`src/rtl/ram_pkg.sv`:
```
// Package for the ram_sync_init slice.
// Contents:
//   ram_state_e  - sequencer state (CLEAR: zeroing the array, IDLE: serving accesses)
//   even_par()   - even-parity bit of a data word (zero-extended to ParMaxWidth bits)
package ram_pkg;

  typedef enum logic {CLEAR, IDLE} ram_state_e;

  // Widest data word the parity helper accepts; callers zero-extend, which leaves parity unchanged.
  localparam int unsigned ParMaxWidth = 256;

  function automatic logic even_par(input logic [ParMaxWidth-1:0] d);
    return ^d;
  endfunction

endpackage

```
`src/rtl/ram_sync_array.sv`:
```
// Storage array for ram_sync_init: one write port and one registered read port.
// Ports:
//   clk_i    clock, all activity on posedge
//   we_i     write enable; wdata_i written to mem[waddr_i]
//   waddr_i  write address (must be < Depth when we_i=1)
//   wdata_i  write data
//   re_i     read enable; rdata_o loads mem[raddr_i], otherwise holds
//   raddr_i  read address (must be < Depth when re_i=1)
//   rdata_o  registered read data
module ram_sync_array #(
  parameter int unsigned Width = 8,
  parameter int unsigned Depth = 8,
  parameter int unsigned Aw    = 3
) (
  input  logic             clk_i,
  input  logic             we_i,
  input  logic [Aw-1:0]    waddr_i,
  input  logic [Width-1:0] wdata_i,
  input  logic             re_i,
  input  logic [Aw-1:0]    raddr_i,
  output logic [Width-1:0] rdata_o
);

  logic [Width-1:0] mem_q [Depth];
  logic [Width-1:0] rdata_q;

  always_ff @(posedge clk_i) begin
    if (we_i) begin
      mem_q[waddr_i] <= wdata_i;
    end
  end

  // No reset: the top decides when rdata_o is actually driven onto its output.
  always_ff @(posedge clk_i) begin
    if (re_i) begin
      rdata_q <= mem_q[raddr_i];
    end
  end

  assign rdata_o = rdata_q;

endmodule

```
`src/rtl/ram_sync_init.sv`:
```
// Single-port synchronous RAM with hardware clear sequencer.
// Clocked write, 1-cycle registered read with out_valid strobe, optional write echo (WR_ECHO),
// out-of-range address flag, and an array clear after reset or on clr.
// Optional feature macro: RAM_PARITY_EN (per-word even parity, pinj inject, perr strobe).
// Ports:
//   clk        clock (posedge)             rst        synchronous active-high reset
//   D          write data                  addr       word address
//   w          1 = write, 0 = read         en         access request
//   clr        request full-array clear    pinj       invert stored parity on write
//   out        registered read data        out_valid  strobe: out updated this cycle
//   busy       1 while clearing            addr_err   strobe: access with addr >= DEPTH
//   perr       strobe with out_valid: stored parity mismatch
module ram_sync_init
  import ram_pkg::*;
#(
  parameter int unsigned WIDTH   = 8,
  parameter int unsigned DEPTH   = 8,
  parameter bit          WR_ECHO = 1'b0
) (
  input  logic                     clk,
  input  logic                     rst,
  input  logic [WIDTH-1:0]         D,
  input  logic [$clog2(DEPTH)-1:0] addr,
  input  logic                     w,
  input  logic                     en,
  input  logic                     clr,
  input  logic                     pinj,
  output logic [WIDTH-1:0]         out,
  output logic                     out_valid,
  output logic                     busy,
  output logic                     addr_err,
  output logic                     perr
);

  localparam int unsigned AW = $clog2(DEPTH);
`ifdef RAM_PARITY_EN
  localparam int unsigned MW = WIDTH + 1;
`else
  localparam int unsigned MW = WIDTH;
`endif

  ram_state_e     state_q, state_d;
  logic [AW-1:0]  clr_ptr_q, clr_ptr_d;
  logic [WIDTH-1:0] out_q, out_d;
  // 1: out shows the array read register; 0: out shows out_q (echo / out-of-range zero).
  logic           src_arr_q, src_arr_d;
  logic           out_valid_q, out_valid_d;
  logic           addr_err_q, addr_err_d;

  logic           arr_we, arr_re;
  logic [AW-1:0]  arr_waddr;
  logic [MW-1:0]  arr_wdata, arr_rdata, wr_word;
  logic [31:0]    addr_ext;
  logic           in_range;

  // Compared at 32 bits so a power-of-two DEPTH does not wrap the limit to zero.
  assign addr_ext = 32'(addr);
  assign in_range = addr_ext < DEPTH;

`ifdef RAM_PARITY_EN
  assign wr_word = {even_par(ParMaxWidth'(D)) ^ pinj, D};
`else
  logic unused_pinj;
  assign unused_pinj = pinj;
  assign wr_word     = D;
`endif

  always_comb begin
    state_d     = state_q;
    clr_ptr_d   = clr_ptr_q;
    out_d       = out_q;
    src_arr_d   = src_arr_q;
    out_valid_d = 1'b0;
    addr_err_d  = 1'b0;
    arr_we      = 1'b0;
    arr_re      = 1'b0;
    arr_waddr   = addr;
    arr_wdata   = wr_word;
    unique case (state_q)
      CLEAR: begin
        arr_we    = 1'b1;
        arr_waddr = clr_ptr_q;
        arr_wdata = '0;
        clr_ptr_d = clr_ptr_q + 1'b1;
        if (clr_ptr_q == AW'(DEPTH - 1)) begin
          state_d   = IDLE;
          clr_ptr_d = '0;
        end
      end
      IDLE: begin
        if (clr) begin
          state_d   = CLEAR;
          clr_ptr_d = '0;
        end else if (en) begin
          if (!in_range) begin
            addr_err_d = 1'b1;
            if (!w) begin
              out_d       = '0;
              src_arr_d   = 1'b0;
              out_valid_d = 1'b1;
            end
          end else if (w) begin
            arr_we = 1'b1;
            if (WR_ECHO) begin
              out_d       = D;
              src_arr_d   = 1'b0;
              out_valid_d = 1'b1;
            end
          end else begin
            arr_re      = 1'b1;
            src_arr_d   = 1'b1;
            out_valid_d = 1'b1;
          end
        end
      end
      default: state_d = CLEAR;
    endcase
  end

  always_ff @(posedge clk) begin
    if (rst) begin
      state_q     <= CLEAR;
      clr_ptr_q   <= '0;
      out_q       <= '0;
      src_arr_q   <= 1'b0;
      out_valid_q <= 1'b0;
      addr_err_q  <= 1'b0;
    end else begin
      state_q     <= state_d;
      clr_ptr_q   <= clr_ptr_d;
      out_q       <= out_d;
      src_arr_q   <= src_arr_d;
      out_valid_q <= out_valid_d;
      addr_err_q  <= addr_err_d;
    end
  end

  // Reset drops any in-flight array access.
  ram_sync_array #(
    .Width (MW),
    .Depth (DEPTH),
    .Aw    (AW)
  ) u_array (
    .clk_i   (clk),
    .we_i    (arr_we & ~rst),
    .waddr_i (arr_waddr),
    .wdata_i (arr_wdata),
    .re_i    (arr_re & ~rst),
    .raddr_i (addr),
    .rdata_o (arr_rdata)
  );

  assign out       = src_arr_q ? arr_rdata[WIDTH-1:0] : out_q;
  assign out_valid = out_valid_q;
  assign addr_err  = addr_err_q;
  assign busy      = (state_q == CLEAR);

`ifdef RAM_PARITY_EN
  assign perr = out_valid_q & src_arr_q &
                (arr_rdata[WIDTH] != even_par(ParMaxWidth'(arr_rdata[WIDTH-1:0])));
`else
  assign perr = 1'b0;
`endif

endmodule

```
`config.mk`:
```
export PLATFORM = sky130hd
export DESIGN_NAME = ram_sync_init
export DESIGN_NICKNAME = d
export VERILOG_FILES = /design/src/rtl/ram_pkg.sv /design/src/rtl/ram_sync_array.sv /design/src/rtl/ram_sync_init.sv
export SDC_FILE = /design/constraint.sdc
export NUM_CORES = 1
export LEC_CHECK = 0
export ABC_AREA = 1
export BUFFER_PORTS_ARGS = -buffer_cell sky130_fd_sc_hd__buf_2
export CAP_MARGIN = 20
export CORE_MARGIN = 3
export CORE_UTILIZATION = 30
export CTS_CLUSTER_DIAMETER = 200
export DETAILED_ROUTE_END_ITERATION = 8
export MAX_ROUTING_LAYER = met4
export PLACE_DENSITY = 0.45
export SLEW_MARGIN = 0
export SYNTH_ARGS = -nofsm -noshare
export SYNTH_HDL_FRONTEND = slang
export SYNTH_SLANG_ARGS = --single-unit
```
`constraint.sdc`:
```
create_clock -name clk -period 1.5 [get_ports clk]
set_input_delay 0.075 -clock clk [delete_from_list [all_inputs] [get_ports clk]]
set_output_delay 0.075 -clock clk [all_outputs]
set_load 0.1 [all_outputs]
```
## Word level (Yosys, flattened, before mapping)

Memory sizes are Yosys's and may differ from the RTL's. A register that Yosys moved wholly into a read port is not among the register bits.
Index checks and enable logic that the tools add are counted.

| operators by class | value |
|---|---|
| equal/unequal tests | 2 |
| $add $sub $neg | 1 |
| reduce and logical (&&, ||, !) cells | 2 |
| mux-type cells | 25 |
| bitwise operators | 7 |
| magnitude comparators | 1 |

Operators by type and width:

| cell | number |
|---|---|
| two-way mux 1 bit | 17 |
| two-way mux 8 bit | 2 |
| two-way mux 3 bit | 3 |
| one-hot mux 3 bit (2 select lines) | 1 |
| inverter 1 bit | 5 |
| < comparator 3 x 4 -> 1 bit (second input constant) | 1 |
| one-hot mux 1 bit (2 select lines) | 2 |
| AND reduction 4 bit | 1 |
| OR reduction 4 bit | 1 |
| adder 3 x 1 -> 3 bit (second input constant) | 1 |
| == test 3 bit (second input constant) | 1 |
| AND 1 bit | 2 |
| inequality test 2 bit (second input constant) | 1 |

| storage, ports and cells | value |
|---|---|
| register bits | 7 |
| bits in writable memories | 64 |
| word-level logic and storage cells | 44 |
| output and inout port bits | 12 |
| memories | 1 |
| input port bits | 17 |

Memories:

| memory | words | bits a word | read ports | clocked after Yosys merged registers in | wr ports | RTL line | RTL |
|---|---|---|---|---|---|---|---|
| u_array.mem_q | 8 | 8 | 1 | 1 | 1 | ram_sync_array.sv:24 | `logic [Width-1:0] mem_q [Depth];` |

## Longest topological paths before layout

| logic depth | value |
|---|---|
| depth after elaboration | 8 |
| mapped depth | 8 |
| mapped depth without buffers | 6 |

## Cells and area by module

A second synthesis with hierarchy kept.

| unflattened totals | value |
|---|---|
| cells, all modules | 385 |
| area total of the unflattened synthesis | 3,583.4 µm² |

Modules (own cells, without submodules):

| module | seq. area each (µm²) | area each (µm²) | instances | cells an instance |
|---|---|---|---|---|
| ram_sync_array | 2,162.1 | 3,130.5 | 1 | 303 |
| ram_sync_init | 120.1 | 452.9 | 1 | 82 |

## Worst setup path before layout

No wires, ideal clock.

| path | value |
|---|---|
| kind | reg-to-reg |
| from | register state_q |
| to | register u_array.rdata_q[0] (netlist: u_array.rdata_o[0]), read port of u_array.mem_q (enable) |
| buffers on the path | 1 |
| arrival | 1.365 ns |
| library setup time | 0.371 ns |
| cell stages (with the launch flop) | 6 |
| period minus slack after synthesis | 1.736 ns |
| required time | 1.129 ns |
| path slack | -0.236 ns |
| path through | dfxtp_1 buf_6 inv_2 nor2_2 nand3_2 nor2_1 |

| between the ends | value |
|---|---|
| word-level cells in the longest chain between the ends | 2 |

Ends and longest elaborated chain:

| item | RTL line | RTL |
|---|---|---|
| from (decl) | ram_sync_init.sv:42 | `ram_state_e state_q, state_d;` |
| from (signal assigned) | ram_sync_init.sv:129 | `state_q <= state_d;` |
| two-way mux 1 bit | ram_sync_init.sv:79 | `unique case (state_q)` |
| AND 1 bit | ram_sync_init.sv:148 | `.re_i (arr_re & ~rst),` |
| via u_array.re_i | ram_sync_array.sv:19 | `input logic re_i,` |
| to (decl) | ram_sync_array.sv:25 | `logic [Width-1:0] rdata_q;` |

The timed path passes the listed nets, and every way through them passes these cells.
A chain may end at the register's enable or synchronous reset.

## Worst setup path after layout

| path | value |
|---|---|
| from | register state_q |
| to | memory u_array.mem_q[1][4] (enable) |

| between the ends | value |
|---|---|
| word-level cells in the longest chain between the ends | 5 |
| elaborated cells between the ends (all ways) | 6 |
| classes of those cells | 4 x mux; 2 x bitwise |

Ends and longest elaborated chain:

| item | RTL line | RTL |
|---|---|---|
| inverter 1 bit | -- |  |
| one-hot mux 1 bit (2 select lines) | ram_sync_init.sv:79 |  |
| AND 1 bit | ram_sync_init.sv:145 | `.we_i (arr_we & ~rst),` |
| two-way mux 1 bit | ram_sync_array.sv:28 | `if (we_i) begin` |
| two-way mux 1 bit (not written as such) | ram_sync_array.sv:29 | `mem_q[waddr_i] <= wdata_i;` |
| to (decl) | ram_sync_array.sv:24 |  |

Parallel ways exist; a longest one is shown, timed or not.

==> flow_summary.yaml <==
drt:
  wire_per_inst_um: 13.8
  drtIter0Drc: 142
  ant_nets: 0
  viasPerCell: 4.29
  drt_first_pass_iters: 4
  wl_um: 7930
  dr_total_vias: 2467
  drc: 0
timing:
  fmax_mhz: 683
  hold-worst-slack_ns: 0.0167
  setup_viol: 0
  hold_viol_final: 0
  fin_crit_sh_pct: 97.6
  period_needed_ns: 1.46
  rsz0062_at_grt: "true"
  slew_viol_final: 0
  finalClockSkew_ns: 0.00449
yosys:
  synth.most_common_cell: "nand2_1"
  synthTopCellsByArea: "edfxtp_1 (60%), nand2_1 (13%), inv_1 (9.1%)"
  synth-seq-cells: 78
  syn_area_per_cell_sq_um: 9.39
  synth_edf_count: 72
  async_flop_share_pct: 0
  yosysWarnings: 0
  yosysUniqueCellTypes: 21
  yosysTopAreaCellShare_pct: 60.1
  ys_seq_area_share_pct: 63.5
  synthCells: 383
  synthFlopType: "edfxtp_1"
  synth_area_leader_cell: "edfxtp_1"
  syn_area_sq_um: 3590
  synth_commonest_cells: "nand2_1 (128), inv_1 (87), edfxtp_1 (72)"
setup_path:
  crit_fanout: 11
  path_cells: "buf_12, o21ai_2, nand3_1, nor2_1, buf_4"
  critical_path_arrival_ns: 1.49
  worstSetupEndpointType: "flop"
  critical_path_class: "flop to flop"
  reg2reg_from: "state_q$_SDFF_PP0_"
  cp.required_ns: 1.53
  r2r_setup_slack_ns: 0.04
  start_kind: "flop"
  cp-startpoint: "state_q$_SDFF_PP0_"
  cpPeakStageDelay_ns: 0.36
  r2r_cells: 5
  regToRegEndpoint: "u_array.mem_q[1][4]$_DFFE_PP_"
  crit_path_top_delay_cell: "dfxtp_4"
clocking:
  path_clk_slew_ns: 0.06
  cts.sinks: 78
  cts.htree.levels: 3
  cts-root-buf: "clkbuf_16"
  clock_latency_ns: 0.33
  cts_tree: "built"
  clockBufferDepth: 2
  cts_buffers: 9
hold_path:
  hp-class: "input port to flop"
  holdPathStages: 2
  hold_path_end: "state_q$_SDFF_PP0_"
  min_from: "rst"
layout:
  nets: 447
  area_delta_synth_final_pct: 25.8
  utilization_pct: 39.1
  antennaDiodeCount: 0
  layout-drive-gt1-share_pct: 18.8
job:
  maxCapViolations: 0
power:
  clkPwrFrac_pct: 46.7
  netSwitchingFraction_pct: 20.5
  p_total_w: 0.00519
  powerDensity_nw_per_um2: 1150
  p_leak_nw: 2.12
  power_switching_w: 0.00106
  internal_power_w: 0.00413
  power_frac_seq_pct: 46.6
  irDropWorstVdd_v: 0.000439
  comb_power_share_pct: 6.7
global_route:
  grt_max_degree: 23
  grtUsageTotal_pct: 13.4
  antenna_found_initial: 0
  overflow: 0
  grt_first_pass_wirelength_um: 12700
  grt_pass1_vias: 2421
floorplanning:
  core-area_sq_um: 11600
  row_count: 39
  die_w_um: 115
  chipHeight_um: 115
  boundaryPins: 29
  dieArea_sq_um: 13300
  start_util_pct: 31.1
placed_design:
  place.port_buffers: 25
  gp_congestion: 0.772
  dp_hpwl_um: 5590
status:
  status: "completed"
==> worst max-delay path, delay by kind of cell (launching register included) <==
kind / cells / cell delay [ns]
and+or+nand+nor: 2 / 0.21
buffers and inverters: 2 / 0.33
AOI/OAI and AO/OA: 1 / 0.26
DFF: 1 / 0.36
==> repair_timing <==
item	4_1_cts	5_1_grt
setup buffers	0	0
gates resized for setup	0	11
setup endpoints to repair	0	32
endpoints found under the hold margin	1	0
hold buffers	1	0
==> stage by stage <==
stage          instance area [sq um]  instances  worst slack, ns  TNS, ns
4_1_cts                         4460        574           0.0426        0
5_1_grt                         4520        575          -0.0272   -0.387
6_report                        4520        575           0.0363        0
2_1_floorplan                   3620        384          -0.0109   -0.359
3_5_place_dp                    4120        558           0.0608        0
3_3_place_gp                    4120        558           0.0523        0
==> layout by cell type (no fill, tap or decap), types with 4 or more instances in the layout <==
master / n
nand2_1: 127
inv_1: 86
edfxtp_1: 72
nand3_1: 43
buf_2: 17
buf_4: 16
clkbuf_16: 10
buf_12: 10
o21ai_2: 5
nor2_1: 5
dfxtp_1: 5
inv_2: 4
buf_6: 4
==> worst max path at each step <==
stage | slack, ns | cells past startpoint | end
finish | 0.04 | 5 | u_array.mem_q[1][4]$_DFFE_PP_
global route | -0.03 | 7 | u_array.mem_q[0][7]$_DFFE_PP_
CTS | 0.04 | 6 | u_array.mem_q[5][4]$_DFFE_PP_
detailed placement | 0.06 | 6 | u_array.mem_q[5][2]$_DFFE_PP_
global placement | 0.05 | 6 | u_array.mem_q[5][2]$_DFFE_PP_
floorplan | -0.01 | 5 | u_array.mem_q[3][0]$_DFFE_PP_
==> area by class of cell <==
type | instances | area [sq um]
tap | 143 | 179
multi-input combinational | 199 | 900
inverter | 91 | 344
timing repair buffer | 49 | 485
sequential | 78 | 2290
fill | 1159 | 7040
clock inverter | 5 | 98.8
clock buffer | 10 | 229
==> power groups by stage <==
stage	combinational [W]	sequential, W	clock [W]
after CTS	0.000346	0.00242	0.00246
after global routing	0.000399	0.00242	0.00255
final	0.000350	0.00242	0.00242
after detailed placement	0.000342	0.00247	0
after global placement	0.000340	0.00247	0
after floorplan	0.000238	0.00246	0
==> state kept, by name, indices dropped and copies added (netlist names) <==
register and count:
src_arr_q 1, out_valid 1, u_array.mem_q 64, state_q 1
u_array.rdata_o 8, clr_ptr_q 3
==> cells by family after synthesis <==
logic type	Yosys count	share of synthesized area (%)
adder cells (fa/ha/maj)	2	0.696
buffers and inverters	107	12.6
flip-flops	78	63.5
AO/OA/AOI/OAI	10	1.98
AND/OR/NAND/NOR	185	21.2
other	1	0.104
==> per-layer routing <==
| metal | vias to the layer above | wire [um] | GRT usage [%] |
|---|---|---|---|
| met4 | 0 | 137 | 5.63 |
| met2 | 32 | 3960 | 21.7 |
| met1 | 1146 | 3680 | 16.6 |
| met3 | 11 | 156 | 2.25 |
| met5 | - | 0 | - |
| li1 | 1278 | - | - |
Power figures use the tool's default switching activity.
